`config.mk`:
```
export PLATFORM = sky130hd
export DESIGN_NAME = cmd_initiator_flat
export DESIGN_NICKNAME = d
export VERILOG_FILES = /design/src/rtl/glitch_cmd_pkg.sv /design/src/rtl/cmd_initiator_if.sv /design/src/rtl/cmd_timeout.sv /design/src/rtl/cmd_initiator.sv /design/src/flat_wrapper.sv
export SDC_FILE = /design/constraint.sdc
export NUM_CORES = 1
export LEC_CHECK = 0
export ABC_AREA = 1
export CAP_MARGIN = 20
export CORE_ASPECT_RATIO = 0.75
export CORE_UTILIZATION = 60
export DETAILED_ROUTE_END_ITERATION = 10
export DONT_BUFFER_PORTS = 1
export PLACE_DENSITY = 0.87
export SYNTH_ARGS = -nofsm -noshare
export SYNTH_HDL_FRONTEND = slang
export SYNTH_SLANG_ARGS = --single-unit
```
`constraint.sdc`:
```
create_clock -name clk -period 4 [get_ports clk]
set_input_delay 0.8 -clock clk [delete_from_list [all_inputs] [get_ports clk]]
set_output_delay 0.8 -clock clk [all_outputs]
set_load 0.005 [all_outputs]
```
`src/rtl/glitch_cmd_pkg.sv`:
```
// Protocol constants shared by the glitcher command parser and initiator:
// opcode bytes, parameter codes, response bytes and request status codes.
package glitch_cmd_pkg;

  localparam logic [7:0] CMD_PING   = 8'h01;
  localparam logic [7:0] CMD_READ   = 8'h02;
  localparam logic [7:0] CMD_WRITE  = 8'h03;
  localparam logic [7:0] CMD_ARM    = 8'h04;
  localparam logic [7:0] CMD_DISARM = 8'h05;

  localparam logic [3:0] PARAM_CLKEDGES   = 4'd1;
  localparam logic [3:0] PARAM_IOEDGES    = 4'd2;
  localparam logic [3:0] PARAM_NSEDGES    = 4'd3;
  localparam logic [3:0] PARAM_PULSEWIDTH = 4'd4;

  localparam logic [7:0] RESP_ACK    = 8'hAA;
  localparam logic [7:0] RESP_NACK   = 8'hFF;
  localparam logic [7:0] RESP_DISARM = 8'h21;

  typedef enum logic [1:0] {
    ST_OK      = 2'd0,
    ST_NACK    = 2'd1,
    ST_TIMEOUT = 2'd2,
    ST_ILLEGAL = 2'd3
  } rsp_status_e;

  // Request opcodes share their numeric value with the wire opcode byte.
  function automatic logic req_legal(input logic [2:0] op, input logic [3:0] param);
    logic rw;
    rw = (op == CMD_READ[2:0]) || (op == CMD_WRITE[2:0]);
    if (op == 3'd0 || op > CMD_DISARM[2:0]) return 1'b0;
    if (rw && (param == 4'd0 || param > PARAM_PULSEWIDTH)) return 1'b0;
    return 1'b1;
  endfunction

endpackage

```
`src/rtl/cmd_initiator_if.sv`:
```
// Request/response, UART transmit and UART receive signals of the command initiator.
interface cmd_initiator_if;
  logic        req_valid;
  logic        req_ready;
  logic [2:0]  req_op;
  logic [3:0]  req_param;
  logic [31:0] req_wdata;
  logic        rsp_valid;
  logic [1:0]  rsp_status;
  logic [31:0] rsp_rdata;
  logic        tx_strobe;
  logic [7:0]  tx_byte;
  logic        tx_done;
  logic        rx_strobe;
  logic [7:0]  rx_byte;

  modport master (
    output req_valid, req_op, req_param, req_wdata, tx_done, rx_strobe, rx_byte,
    input  req_ready, rsp_valid, rsp_status, rsp_rdata, tx_strobe, tx_byte
  );

  modport slave (
    input  req_valid, req_op, req_param, req_wdata, tx_done, rx_strobe, rx_byte,
    output req_ready, rsp_valid, rsp_status, rsp_rdata, tx_strobe, tx_byte
  );
endinterface

```
`src/rtl/cmd_timeout.sv`:
```
// Saturating wait counter: clr has priority over en; tc is high while the count equals LIMIT.
module cmd_timeout #(
  parameter int unsigned LIMIT = 1_000_000
) (
  input  logic clk,
  input  logic rst_n,
  input  logic clr,
  input  logic en,
  output logic tc
);
  localparam int unsigned W = $clog2(LIMIT + 1);

  logic [W-1:0] cnt;

  always_ff @(posedge clk or negedge rst_n) begin
    if (!rst_n) begin
      cnt <= '0;
    end else if (clr) begin
      cnt <= '0;
    end else if (en && !tc) begin
      cnt <= cnt + 1'b1;
    end
  end

  assign tc = (cnt == W'(LIMIT));
endmodule

```
`src/rtl/cmd_initiator.sv`:
```
// Turns one word-level request into the glitcher command byte stream and returns one status.
// Strobe one cycle after acceptance or tx_done; rsp_valid one cycle after the final response.
module cmd_initiator
  import glitch_cmd_pkg::*;
#(
  parameter int unsigned TIMEOUT_CYCLES = 1_000_000
) (
  input logic clk,
  input logic rst_n,
  cmd_initiator_if.slave bus
);
  typedef enum logic [2:0] {IDLE, SEND, WAIT_TX, WAIT_RSP, DONE} state_e;

  state_e      state;
  logic [2:0]  op_q;
  logic [3:0]  param_q;
  logic [31:0] wdata_q;
  logic        illegal_q;
  logic [1:0]  byte_idx;
  logic [1:0]  word_idx;
  logic [31:0] rdata_q;
  rsp_status_e status_q;

  logic        req_ready_q;
  logic        rsp_valid_q;
  rsp_status_e rsp_status_q;
  logic [31:0] rsp_rdata_q;
  logic        tx_strobe_q;
  logic [7:0]  tx_byte_q;

  logic       rw_op, is_read, last_byte, last_word, rsp_take, rsp_bad, tc, tmo_clr, tmo_en;
  logic [7:0] exp_rsp, byte_sel;

  assign is_read   = (op_q == CMD_READ[2:0]);
  assign rw_op     = is_read || (op_q == CMD_WRITE[2:0]);
  assign last_byte = !rw_op || (byte_idx == 2'd2);
  assign last_word = !rw_op || (word_idx == 2'd3);
  assign exp_rsp   = (op_q == CMD_DISARM[2:0]) ? RESP_DISARM : RESP_ACK;
  assign rsp_bad   = (bus.rx_byte == RESP_NACK) || (!is_read && bus.rx_byte != exp_rsp);

  // A response coinciding with the final tx_done still belongs to this transaction.
  assign rsp_take = bus.rx_strobe &&
                    ((state == WAIT_RSP) || (state == WAIT_TX && bus.tx_done && last_byte));

  always_comb begin
    byte_sel = 8'h00;
    case (byte_idx)
      2'd0:    byte_sel = {5'd0, op_q};
      2'd1:    byte_sel = is_read ? {4'h0, param_q} : {param_q, 2'b00, word_idx};
      default: byte_sel = is_read ? {6'd0, word_idx} : wdata_q[{word_idx, 3'b000} +: 8];
    endcase
  end

  assign tmo_clr = (state == SEND) || (state == WAIT_TX && bus.tx_done);
  assign tmo_en  = (state == WAIT_TX) || (state == WAIT_RSP);

  cmd_timeout #(.LIMIT(TIMEOUT_CYCLES)) u_timeout (
    .clk   (clk),
    .rst_n (rst_n),
    .clr   (tmo_clr),
    .en    (tmo_en),
    .tc    (tc)
  );

  always_ff @(posedge clk or negedge rst_n) begin
    if (!rst_n) begin
      state        <= IDLE;
      op_q         <= '0;
      param_q      <= '0;
      wdata_q      <= '0;
      illegal_q    <= 1'b0;
      byte_idx     <= '0;
      word_idx     <= '0;
      rdata_q      <= '0;
      status_q     <= ST_OK;
      req_ready_q  <= 1'b1;
      rsp_valid_q  <= 1'b0;
      rsp_status_q <= ST_OK;
      rsp_rdata_q  <= '0;
      tx_strobe_q  <= 1'b0;
      tx_byte_q    <= '0;
    end else begin
      tx_strobe_q <= 1'b0;
      rsp_valid_q <= 1'b0;
      case (state)
        IDLE: if (bus.req_valid) begin
          op_q        <= bus.req_op;
          param_q     <= bus.req_param;
          wdata_q     <= bus.req_wdata;
          illegal_q   <= !req_legal(bus.req_op, bus.req_param);
          byte_idx    <= '0;
          word_idx    <= '0;
          rdata_q     <= '0;
          req_ready_q <= 1'b0;
          state       <= SEND;
        end
        SEND: if (illegal_q) begin
          status_q <= ST_ILLEGAL;
          state    <= DONE;
        end else begin
          tx_strobe_q <= 1'b1;
          tx_byte_q   <= byte_sel;
          state       <= WAIT_TX;
        end
        WAIT_TX: if (bus.tx_done) begin
          if (!last_byte) begin
            byte_idx <= byte_idx + 1'b1;
            state    <= SEND;
          end else begin
            state <= WAIT_RSP;
          end
        end else if (tc) begin
          status_q <= ST_TIMEOUT;
          state    <= DONE;
        end
        WAIT_RSP: if (tc) begin
          status_q <= ST_TIMEOUT;
          state    <= DONE;
        end
        DONE: begin
          rsp_valid_q  <= 1'b1;
          rsp_status_q <= status_q;
          rsp_rdata_q  <= rdata_q;
          req_ready_q  <= 1'b1;
          state        <= IDLE;
        end
        default: state <= IDLE;
      endcase

      // Response handling overrides the wait-state transitions above.
      if (rsp_take) begin
        if (is_read && !rsp_bad) rdata_q[{word_idx, 3'b000} +: 8] <= bus.rx_byte;
        if (rsp_bad) begin
          status_q <= ST_NACK;
          state    <= DONE;
        end else if (last_word) begin
          status_q <= ST_OK;
          state    <= DONE;
        end else begin
          word_idx <= word_idx + 1'b1;
          byte_idx <= '0;
          state    <= SEND;
        end
      end
    end
  end

  assign bus.req_ready  = req_ready_q;
  assign bus.rsp_valid  = rsp_valid_q;
  assign bus.rsp_status = rsp_status_q;
  assign bus.rsp_rdata  = rsp_rdata_q;
  assign bus.tx_strobe  = tx_strobe_q;
  assign bus.tx_byte    = tx_byte_q;
endmodule

```
`src/flat_wrapper.sv`:
```
// flat-port wrapper written by rule: the top's interface ports become plain ports
module cmd_initiator_flat import glitch_cmd_pkg::*;
#(
  parameter int unsigned TIMEOUT_CYCLES = 1_000_000
)
  (clk, rst_n, bus_req_valid, bus_req_op, bus_req_param, bus_req_wdata, bus_tx_done, bus_rx_strobe, bus_rx_byte, bus_req_ready, bus_rsp_valid, bus_rsp_status, bus_rsp_rdata, bus_tx_strobe, bus_tx_byte);
  cmd_initiator_if bus_i ();
  input logic clk;
  input logic rst_n;
  input wire logic [$bits(bus_i.req_valid)-1:0] bus_req_valid;
  input wire logic [$bits(bus_i.req_op)-1:0] bus_req_op;
  input wire logic [$bits(bus_i.req_param)-1:0] bus_req_param;
  input wire logic [$bits(bus_i.req_wdata)-1:0] bus_req_wdata;
  input wire logic [$bits(bus_i.tx_done)-1:0] bus_tx_done;
  input wire logic [$bits(bus_i.rx_strobe)-1:0] bus_rx_strobe;
  input wire logic [$bits(bus_i.rx_byte)-1:0] bus_rx_byte;
  output wire logic [$bits(bus_i.req_ready)-1:0] bus_req_ready;
  output wire logic [$bits(bus_i.rsp_valid)-1:0] bus_rsp_valid;
  output wire logic [$bits(bus_i.rsp_status)-1:0] bus_rsp_status;
  output wire logic [$bits(bus_i.rsp_rdata)-1:0] bus_rsp_rdata;
  output wire logic [$bits(bus_i.tx_strobe)-1:0] bus_tx_strobe;
  output wire logic [$bits(bus_i.tx_byte)-1:0] bus_tx_byte;
  assign bus_i.req_valid = bus_req_valid;
  assign bus_i.req_op = bus_req_op;
  assign bus_i.req_param = bus_req_param;
  assign bus_i.req_wdata = bus_req_wdata;
  assign bus_i.tx_done = bus_tx_done;
  assign bus_i.rx_strobe = bus_rx_strobe;
  assign bus_i.rx_byte = bus_rx_byte;
  assign bus_req_ready = bus_i.req_ready;
  assign bus_rsp_valid = bus_i.rsp_valid;
  assign bus_rsp_status = bus_i.rsp_status;
  assign bus_rsp_rdata = bus_i.rsp_rdata;
  assign bus_tx_strobe = bus_i.tx_strobe;
  assign bus_tx_byte = bus_i.tx_byte;
  cmd_initiator #(.TIMEOUT_CYCLES(TIMEOUT_CYCLES)) u_core (.clk(clk), .rst_n(rst_n), .bus(bus_i));
endmodule
```
======== Word-level counts from Yosys, hierarchy flattened ========
Index checks and enable logic that the tools add are counted.
word-level totals
  register bits after elaboration ......... 146
  bits of input ports ..................... 52
  output and inout port bits .............. 45
  logic and storage cells ................. 131
cells by class
  $add $sub $neg .......................... 4
  order comparisons ....................... 2
  eq/ne operators ......................... 17
  shift-type cells ........................ 3
  multiplexer cells ....................... 57
  bitwise gates (word level) .............. 1
  reductions and logical operators ........ 31
operators by type and width
  kind                    count
  $mux 32                 4
  $mux 20                 2
  $mux 2                  18
  $bwmux 32               1
  $shift 8x7->32 const A  1
  $shiftx 32x6->8         1
  $shiftx 8x7->32         1
  $mux 8                  3
  $mux 3                  7
  $add 20x1->20 const B   1
  $eq 20x20->1 const B    1
  $eq 3x2->1 const B      6
  $mux 1                  17
  $pmux 8 s2              1
  $pmux 3 s4              1
  $logic_or 1x1->1        10
  $eq 8x8->1 const B      1
  $ne 8x8->1              1
  $logic_and 1x1->1       7
  $neg 5->7               1
  $eq 3x3->1 const B      2
  $logic_not 3->1         2
  $pmux 2 s3              1
  $reduce_and 2->1        3
  other kinds (15)        22

======== Depth between registers and ports, before layout ========
Gate-level depths: netlist of the first run.
  depth in word-level cells ............... 13
  mapped depth ............................ 11

======== Hierarchy ========
A second synthesis of the first run with hierarchy kept.
second synthesis, totals
  cells, all modules ...................... 949
  area total of the unflattened synthesis .. 7269.5 um^2
modules (own cells, without submodules)
  module         times used  cells each  area each (um^2)  seq. area each (um^2)
  cmd_initiator  1           733         5851.9            3154.3
  cmd_timeout    1           216         1417.6            500.5

======== Worst setup path after synthesis of the first run ========
OpenSTA, ideal clock, no wires.
  path type ............................... register to register
  from .................................... reg u_core.word_idx[0]
  to ...................................... reg u_core.rdata_q[0]
  setup time .............................. 83 ps
  arrival ................................. 2050 ps
  data required time ...................... 3917 ps
  slack ................................... 1867 ps
  stages on the path, launching flop included .. 8
  buffers on the path ..................... 2
  cells stage by stage .................... dfrtp_1 inv_1 clkbuf_1 ha_1 clkbuf_1 nor3_1 nand3_1 o21ai_0
on the way
  longest elaborated chain between the ends .. 5
  elaborated cells on any way between the ends .. 6
  classes of those cells .................. 1 x add/sub; 2 x shift; 3 x mux
RTL lines
  element                                            RTL line              source
  start, declared                                    cmd_initiator.sv:20   logic [1:0] word_idx;
  start signal, assigned                             cmd_initiator.sv:140  word_idx <= word_idx + 1'b1;
  $neg 5->7 *                                        cmd_initiator.sv:132  if (is_read && !rsp_bad) rdata_q[{word_idx, 3'b000} +: 8] <= bus.rx_byte;
  $shiftx 8x7->32 or $shift 8x7->32 (tied branches)  cmd_initiator.sv:132
  $bwmux 32 *                                        cmd_initiator.sv:132
  $mux 32 *                                          cmd_initiator.sv:132
  $mux 32 *                                          cmd_initiator.sv:131  if (rsp_take) begin
  end signal, assigned by index                      cmd_initiator.sv:132
  end, declared                                      cmd_initiator.sv:21   logic [31:0] rdata_q;
Every way passes the cells marked *; elsewhere a longest branch is shown, timed or not.
A chain may end at the register's enable or synchronous reset.

======== Worst setup path in the final report of the first run ========
  from .................................... reg u_core.word_idx[0]
  to ...................................... reg u_core.rdata_q[22]
The elaborated chain is that of the path after synthesis.

==> results.cfg, run 1 <==
[logic_synthesis]
syn_nets = 973
ys.flop_type = dfrtp_1
synthesis.area_mm2 = 0.00720
synthAdderAreaFrac_pct = 1.91
syn-instance-count = 910
synth_top_area_cell = dfrtp_1
synth-compound-area-share_pct = 10.1
async_flop_share_pct = 100
yosys_warnings = 0
ys_ff_latch = 146
synth_top_area_share_pct = 50.4
syn_area_per_cell_um2 = 7.91
synth.area.top_cells = dfrtp_1, nand2_1, o21ai_0, nand3_1, nor2_1
synthSimpleGateAreaFrac_pct = 29.3
ys_types = 40
synth_xor_area_share_pct = 1.10
synth_mux_area_share_pct = 0
ys_seq_area_share_pct = 50.8
synth_top_family_by_area = simple AND/OR/NAND/NOR gates
synth_edf_count = 0

[sta]
report.final.slew_viol_count = 0
whs_ns = 0.0816
maxSlewHeadroom_pct = 39.5
tightest_slew_ns = 0.900
finalClockSkew_ns = 0.00832
finalSetupTns_ns = 0
hold_viol_final = 0
fin_crit_ns = 2.85
rsz0062_at_grt = false
period_share_pct = 71.3
final-setup-viol-count = 0
timing.fmax_ghz = 0.351

[job]
drv_cap = 0

[global_routing]
grt_overflow_total = 0
grtUsageTotal_pct = 29.0
grt_max_degree = 147
antenna_found_initial = 0
grt_pass1_vias = 5795
grt_pass1_wl_mm = 28.1

[floorplanning]
dieArea_mm2 = 0.0124
num_rows = 34
pin_count = 97
fp.dieW_um = 128
die_height_um = 96.8
start_util_pct = 61.7
core_area_mm2 = 0.0117

[cts]
cts_setup_buffers = 0
clkLatencyLatePin_ns = 0.42
cts_root_buffer = clkbuf_16
numClockSinks = 146
holdBufCountCts = 0
cts_inserted_buffers = 17
ctsResizeCount = 0
cts_max_path_buffers = 2
cts_tree = built
clk_pin_slew_worst_paths_ns = 0.06
htreeDepth = 4

[critical_path]
cp_max_fo = 23
end_kind = register
critPathArrivalTime_ns = 3.18
r2r_slack_ns = 1.15
cp-start-kind = register
worstReg2RegStart = u_core.word_idx[0]
rr_endpoint = u_core.rdata_q[22]
crit_type = reg -> reg
r2r_cells = 6
cp.required_ns = 4.33

[drt]
first_pass_iters = 6
first_iter_violations = 536
via_per_inst = 5.59
wl_per_cell_um = 15.6
ant_nets = 0
drc = 0
routed_wl_mm = 16.8
vias = 6024

[power]
p_leak_nw = 3.77
power_density_mw_per_mm2 = 609
internal_power_mw = 3.13
clkPwrFrac_pct = 34.3
p_sw_mw = 1.66
swShare_pct = 34.6
p_total_mw = 4.79
power_frac_seq_pct = 42.5
power_frac_comb_pct = 23.2
peakVddDrop_v = 0.000407

[worst_hold_path]
min_path_type = in -> async

[layout]
area_growth_pct = 9.15
final_nets = 965
layout_common_cells = nand2_1, dfrtp_1, o21ai_0, nor2_1, inv_1
drive_gt1_share_pct = 7.54
final_util_pct = 67.4
final_common_cell = nand2_1
antennaDiodeCount = 0
fin_area_mm2 = 0.00785

[place]
portBuffers = 0
gp_congestion = 0.899
dpl-instance-area_mm2 = 0.00724
dp_hpwl_mm = 11.2

[outcome]
status = completed
[cell families after synthesis]
| kind of cell | count (synthesis) |
|---|---|
| AO/OA/AOI/OAI | 132 |
| flip-flops | 146 |
| AND/OR/NAND/NOR | 499 |
| adder cells (fa/ha/maj) | 11 |
| XOR/XNOR | 9 |
| buffers and inverters | 113 |
[stage by stage]
step                cells  setup WS (ns)
floorplan             910           1.87
global placement     1045           1.40
detailed placement   1045           1.26
CTS                  1077           1.23
global route         1077          0.887
finish               1077           1.15
[worst max path at each step]
stage	from	end	slack, ns	cells after the start
floorplan	u_core.word_idx[0]	u_core.rdata_q[0]	1.87	7
global placement	u_core.word_idx[0]	u_core.rdata_q[18]	1.40	6
detailed placement	u_core.word_idx[0]	u_core.rdata_q[22]	1.26	6
CTS	u_core.word_idx[0]	u_core.rdata_q[22]	1.23	6
global route	u_core.word_idx[0]	u_core.rdata_q[18]	0.89	6
finish	u_core.word_idx[0]	u_core.rdata_q[22]	1.15	6
[Yosys cell counts (5+ instances only)]
cell type	number
a21oi_1	9
buf_2	11
buf_6	6
clkbuf_1	10
dfrtp_1	145
ha_1	11
inv_1	72
inv_2	8
nand2_1	312
nand3_1	70
nand3b_1	5
nand4_1	6
nor2_1	79
nor3_1	10
o21ai_0	79
o21ai_1	22
o21ai_2	6
o22ai_1	5
xor2_1	8
[power by group through the flow]
stage	clock, mW	combinational [mW]	sequential [mW]
final	1.64	1.11	2.03
after global routing	1.73	1.27	2.07
after CTS	1.66	1.10	2.03
after detailed placement	0	1.07	2.04
after global placement	0	1.03	2.04
after floorplan	0	0.913	1.97
[layout make-up]
cell class	count	area (um2)
clock buffer	20	457
clock inverter	12	155
fill	947	3800
inverter	83	315
multi-input combinational	651	3050
sequential	146	3650
tap	162	203
timing repair buffer	3	22.5
[sequential cells by signal, indices dropped and copies added (netlist names), 3 cells and up]
register and count:
u_core.bus.rsp_rdata 32, u_core.rdata_q 32, u_core.wdata_q 32, u_core.u_timeout.cnt 20, u_core.bus.tx_byte 8, u_core.param_q 4, u_core.op_q 3, u_core.state 3
[layer usage]
layer	up-vias	global-route usage [%]	share of wire, %
li1	2888	-	-
met4	0	11.2	2.2
met3	35	7.74	8.5
met2	250	42.6	44
met1	2851	40.9	45
met5	-	0	0
[critical path: stages, from the launching register on]
cell and delay (ns):
dfrtp_1 0.80, inv_1 0.32, ha_1 0.56, clkinv_1 0.31, nor2_1 0.53, nand3_1 0.15, o21ai_0 0.09
Power figures use the tool's default switching activity.
==> inputs of run 2 (changes only) <==
--- a/config.mk
+++ b/config.mk
@@ -8,7 +8,7 @@
 export ABC_AREA = 1
 export CAP_MARGIN = 20
 export CORE_ASPECT_RATIO = 0.75
-export CORE_UTILIZATION = 60
+export CORE_UTILIZATION = 58
 export DETAILED_ROUTE_END_ITERATION = 10
 export DONT_BUFFER_PORTS = 1
 export PLACE_DENSITY = 0.87
==> constraint.sdc (replaced) <==
create_clock -name clk -period 2.5 [get_ports clk]
set_input_delay 0.5 -clock clk [delete_from_list [all_inputs] [get_ports clk]]
set_output_delay 0.5 -clock clk [all_outputs]
set_load 0.005 [all_outputs]
==> run 2 against run 1 <==
The flow now finishes with violations (hold timing). Critical path type unchanged. First-iteration DRC count decreased by 6.2%. Clock skew increased by 0.0024 ns. Count of clock-buffer cells in the layout decreased by 2. Via count decreased by 1.5%. Largest cell class unchanged. Critical path depth unchanged. Sequential power increased by 59%. Global-route usage decreased by 1.9 points. Register-to-register slack got worse by 0.73 ns. Flip-flop and latch count unchanged. Setup slack got worse by 0.73 ns. Non-clock buffer count increased by 5.
==> results.cfg, run 2 (synthesis gave the netlist of run 1 again) <==
[layout]
final_nets = 970
drive_gt1_share_pct = 8.15
num-fill-cells = 1002
antennaDiodeCount = 0
regArea_mm2 = 0.00365
final_common_cell = nand2_1
layout.cells.non_filler = 1082
layout_common_cells = nand2_1, dfrtp_1, o21ai_0, nor2_1, inv_1
multi_input_area_mm2 = 0.00305
final_util_pct = 67.2
area_growth_pct = 10.4

[floorplanning]
die_height_um = 98.5
core_area_mm2 = 0.0118
pin_count = 97
start_util_pct = 60.8
dieArea_mm2 = 0.0129
fp.dieW_um = 131
num_rows = 34

[drt]
first_pass_iters = 8
ant_nets = 0
first_iter_violations = 503
wl_per_cell_um = 15.0
routed_wl_mm = 16.2
drc = 0
via_per_inst = 5.48
vias = 5934

[critical_path]
critPathArrivalTime_ns = 2.42
r2r_cells = 6
crit_type = reg -> reg
end_kind = register
cp.required_ns = 2.84
cp_max_fo = 11
cp-start-kind = register

[place]
dp_hpwl_mm = 11.0
place_inst = 1050
portBuffers = 0
gp_congestion = 0.927

[sta]
rsz0062_at_grt = false
report.final.slew_viol_count = 0
finalClockSkew_ns = 0.0107
hold_viol_final = 145
timing.fmax_ghz = 0.481
tightest_slew_ns = 0.759
period_share_pct = 83.2
whs_ns = -0.226
maxSlewHeadroom_pct = 49.3
finalSetupTns_ns = 0
final-setup-viol-count = 0
fin_crit_ns = 2.08

[cts]
clkLatencyLatePin_ns = 0.43
numClockSinks = 146
cts_root_buffer = clkbuf_16
cts_max_path_buffers = 2
cts_setup_buffers = 0
htreeDepth = 4
cts_inserted_buffers = 17
clk_pin_slew_worst_paths_ns = 0.06
cts_tree = built

[power]
p_leak_nw = 3.82
peakVddDrop_v = 0.000629
power_density_mw_per_mm2 = 986

[outcome]
status = finished with violations
violations = hold timing

[global_routing]
grt_overflow_total = 0
grtUsageMet2_pct = 41.1
grt_max_degree = 147
gr-usage-met3_pct = 9.99
antenna_found_initial = 0
met1_usage_pct = 35.8
grt_pass1_vias = 5685
grtUsageTotal_pct = 27.1
grt_pass1_wl_mm = 26.9
grt-busiest-layer = met2

[job]
drv_cap = 0

[worst_hold_path]
min_path_type = in -> async
[run 2: changes by cell type in the layout (fill, tap and decap cells not counted), sizes merged]
cell,previous run,this run
bufinv,3,5
buf,3,8
clkinvlp,2,1
clkbuf,20,18
clkinv,8,4
inv,82,87
[run 2: path summary, 6_finish.rpt]
path / slack [ns] / end / from
max: 0.42 / u_core.rdata_q[19] / u_core.word_idx[1]
min: -0.23 / u_core.bus.rsp_rdata[17] / rst_n
max reg2reg: 0.42 / u_core.rdata_q[19] / u_core.word_idx[1]
min reg2reg: 0.48 / u_core.wdata_q[13] / u_core.wdata_q[13]
max in group asynchronous: 2.47 / u_core.bus.req_ready / rst_n
min in group clk: 0.18 / u_core.wdata_q[9] / bus_req_wdata[9]
[run 2: cell type report]
| class | instances | share of cell area (%) |
|---|---|---|
| multi-input combinational | 651 | 38.4 |
| sequential | 146 | 46.0 |
| timing repair buffer | 8 | 0.756 |
| clock inverter | 14 | 2.82 |
| tap | 162 | 2.55 |
| clock buffer | 18 | 5.53 |
| inverter | 83 | 3.97 |
[run 2: routing by layer]
layer	share of wire, %	routed length, um
met1	44	7120
met2	45	7300
met3	9.6	1560
met4	1.5	251
met5	0	0
[run 2: what timing repair did]
item / CTS / global route
hold endpoints to repair: 146 / 146
gates resized for setup: 0 / 0
endpoints found under the setup margin: 0 / 0
[run 2: power breakdown]
group	internal, mW	switching (mW)	total (mW)
sequential	2.88	0.346	3.22
combinational	0.521	1.23	1.75
clock	1.82	1.04	2.86
total	5.21	2.62	7.83
[run 2: worst max-delay path: stages (launching register included)]
cell and delay (ns):
dfrtp_1 0.34, inv_1 0.14, ha_1 0.53, clkinv_1 0.29, nor2_1 0.45, nand3_1 0.15, o21ai_0 0.10
[run 2: per-stage QoR]
stage | cell area, um2 | power, mW | hold slack [ns] | setup slack, ns
floorplan | 7200 | 4.62 | 0.204 | 0.367
global placement | 7280 | 4.92 | 0.210 | 0.546
detailed placement | 7280 | 4.98 | 0.209 | 0.473
CTS | 7940 | 7.86 | -0.241 | 0.436
global route | 7940 | 8.30 | -0.252 | 0.229
finish | 7940 | 7.83 | -0.226 | 0.420
==> inputs of run 3 (changes only) <==
==> constraint.sdc (replaced) <==
create_clock -name clk -period 1.9 [get_ports clk]
set_input_delay 0.38 -clock clk [delete_from_list [all_inputs] [get_ports clk]]
set_output_delay 0.38 -clock clk [all_outputs]
set_load 0.005 [all_outputs]
==> run 3 against run 2 <==
Critical endpoint is now u_core.rdata_q[18]. Core utilization increased by 0.65 points. Die area unchanged. Final cell count increased by 1.0%. Final area increased by 0.96%. The run still ends with hold timing left.
==> results.cfg, run 3 (synthesis gave the netlist of run 1 again) <==
[global_routing]
grt_pass1_wl_mm = 27.6
grt_overflow_total = 0
grt_pass1_vias = 5770
grtUsageTotal_pct = 28.0
antenna_found_initial = 0
grt_max_degree = 147

[cts]
htreeDepth = 4
cts_tree = built
clk_pin_slew_worst_paths_ns = 0.06
cts_inserted_buffers = 17
cts_root_buffer = clkbuf_16
numClockSinks = 146
cts_max_path_buffers = 2
clkLatencyLatePin_ns = 0.43

[floorplanning]
num_rows = 34
die_height_um = 98.5
core_area_mm2 = 0.0118
start_util_pct = 60.8
dieArea_mm2 = 0.0129
pin_count = 97
fp.dieW_um = 131

[drt]
routed_wl_mm = 16.8
first_iter_violations = 505
wl_per_cell_um = 15.4
via_per_inst = 5.56
drc = 0
ant_nets = 0
vias = 6081
first_pass_iters = 5

[power]
peakVddDrop_v = 0.000873
power_density_mw_per_mm2 = 1260
p_leak_nw = 3.85

[sta]
finalSetupTns_ns = 0
final-setup-viol-count = 0
whs_ns = -0.352
fin_crit_ns = 1.78
tightest_slew_ns = 0.743
maxSlewHeadroom_pct = 50.5
period_share_pct = 93.4
rsz0062_at_grt = false
report.final.slew_viol_count = 0
timing.fmax_ghz = 0.563
finalClockSkew_ns = 0.00962
hold_viol_final = 146

[layout]
multi_input_area_mm2 = 0.00310
regArea_mm2 = 0.00365
area_growth_pct = 11.4
final_common_cell = nand2_1
layout_common_cells = nand2_1, dfrtp_1, o21ai_0, nor2_1, inv_1
drive_gt1_share_pct = 9.34
antennaDiodeCount = 0
final_nets = 981
num-fill-cells = 974
layout.cells.non_filler = 1093
final_util_pct = 67.8

[critical_path]
r2r_slack_ns = 0.12
end_kind = register
critPathArrivalTime_ns = 2.11
worstReg2RegStart = u_core.word_idx[0]
cp-start-kind = register
rr_endpoint = u_core.rdata_q[18]
crit_type = reg -> reg
cp.required_ns = 2.23
r2r_cells = 6
cp_max_fo = 8

[outcome]
violations = hold timing
status = finished with violations

[job]
drv_cap = 0

[place]
gp_congestion = 0.948
portBuffers = 0
dp_hpwl_mm = 11.7
place_inst = 1057

[worst_hold_path]
min_path_type = in -> async
-- run 3: cell types whose count changed in the layout (fill, tap and decap cells not counted), sizes merged --
cell,change
buf,+11
bufinv,-3
clkinv,-1
clkinvlp,+2
inv,+2
-- run 3: repair_timing --
action                                 4_1_cts  5_1_grt
setup endpoints to repair                    0       19
gates resized for setup                      0        7
buffers inserted                             0        4
endpoints found under the hold margin      146      146
-- run 3: through the flow --
stage	worst slack [ns]	power (mW)	instance area (um2)
finish	0.125	10.1	8020
global route	0.00271	10.7	8020
CTS	0.147	10.1	7950
detailed placement	0.160	6.66	7340
global placement	0.236	6.53	7340
floorplan	0.0959	6.07	7200
-- run 3: worst max-delay path by stage --
stage	to	from	cells after the start	slack, ns
6_report	u_core.rdata_q[18]	u_core.word_idx[0]	6	0.12
5_1_grt	u_core.rdata_q[10]	u_core.byte_idx[0]	10	0.003
4_1_cts	u_core.rdata_q[6]	u_core.byte_idx[0]	9	0.15
3_3_place_gp	u_core.byte_idx[0]	u_core.byte_idx[0]	9	0.24
2_1_floorplan	u_core.rdata_q[0]	u_core.word_idx[0]	7	0.1
3_5_place_dp	u_core.rdata_q[19]	u_core.byte_idx[0]	10	0.16
-- run 3: power by group --
group | internal, mW | switching, mW | leakage [nW]
combinational | 0.743 | 1.70 | 1.62
clock | 2.02 | 1.42 | 0.290
sequential | 3.78 | 0.460 | 1.94
-- run 3: layout make-up --
type | instances | share of cell area [%]
multi-input cells | 651 | 38.6
inverters | 83 | 3.93
well taps | 162 | 2.53
flip-flops and latches | 146 | 45.6
clock inverters | 14 | 2.11
clock buffers | 18 | 5.48
repair buffers | 19 | 1.78
-- run 3: worst max-delay path, stage by stage (launching register included) --
cell and delay (ns):
dfrtp_1 0.35, inv_1 0.09, ha_1 0.42, clkinv_1 0.13, nor2_1 0.43, nand3_1 0.15, o21ai_0 0.11
-- run 3: per-layer routing --
metal / wire length (um) / track usage (%) / vias to the layer above
li1: - / - / 2929
met1: 7350 / 38.4 / 2903
met2: 7780 / 42.8 / 220
met3: 1440 / 7.82 / 29
met4: 282 / 9.46 / 0
met5: 0 / 0 / -
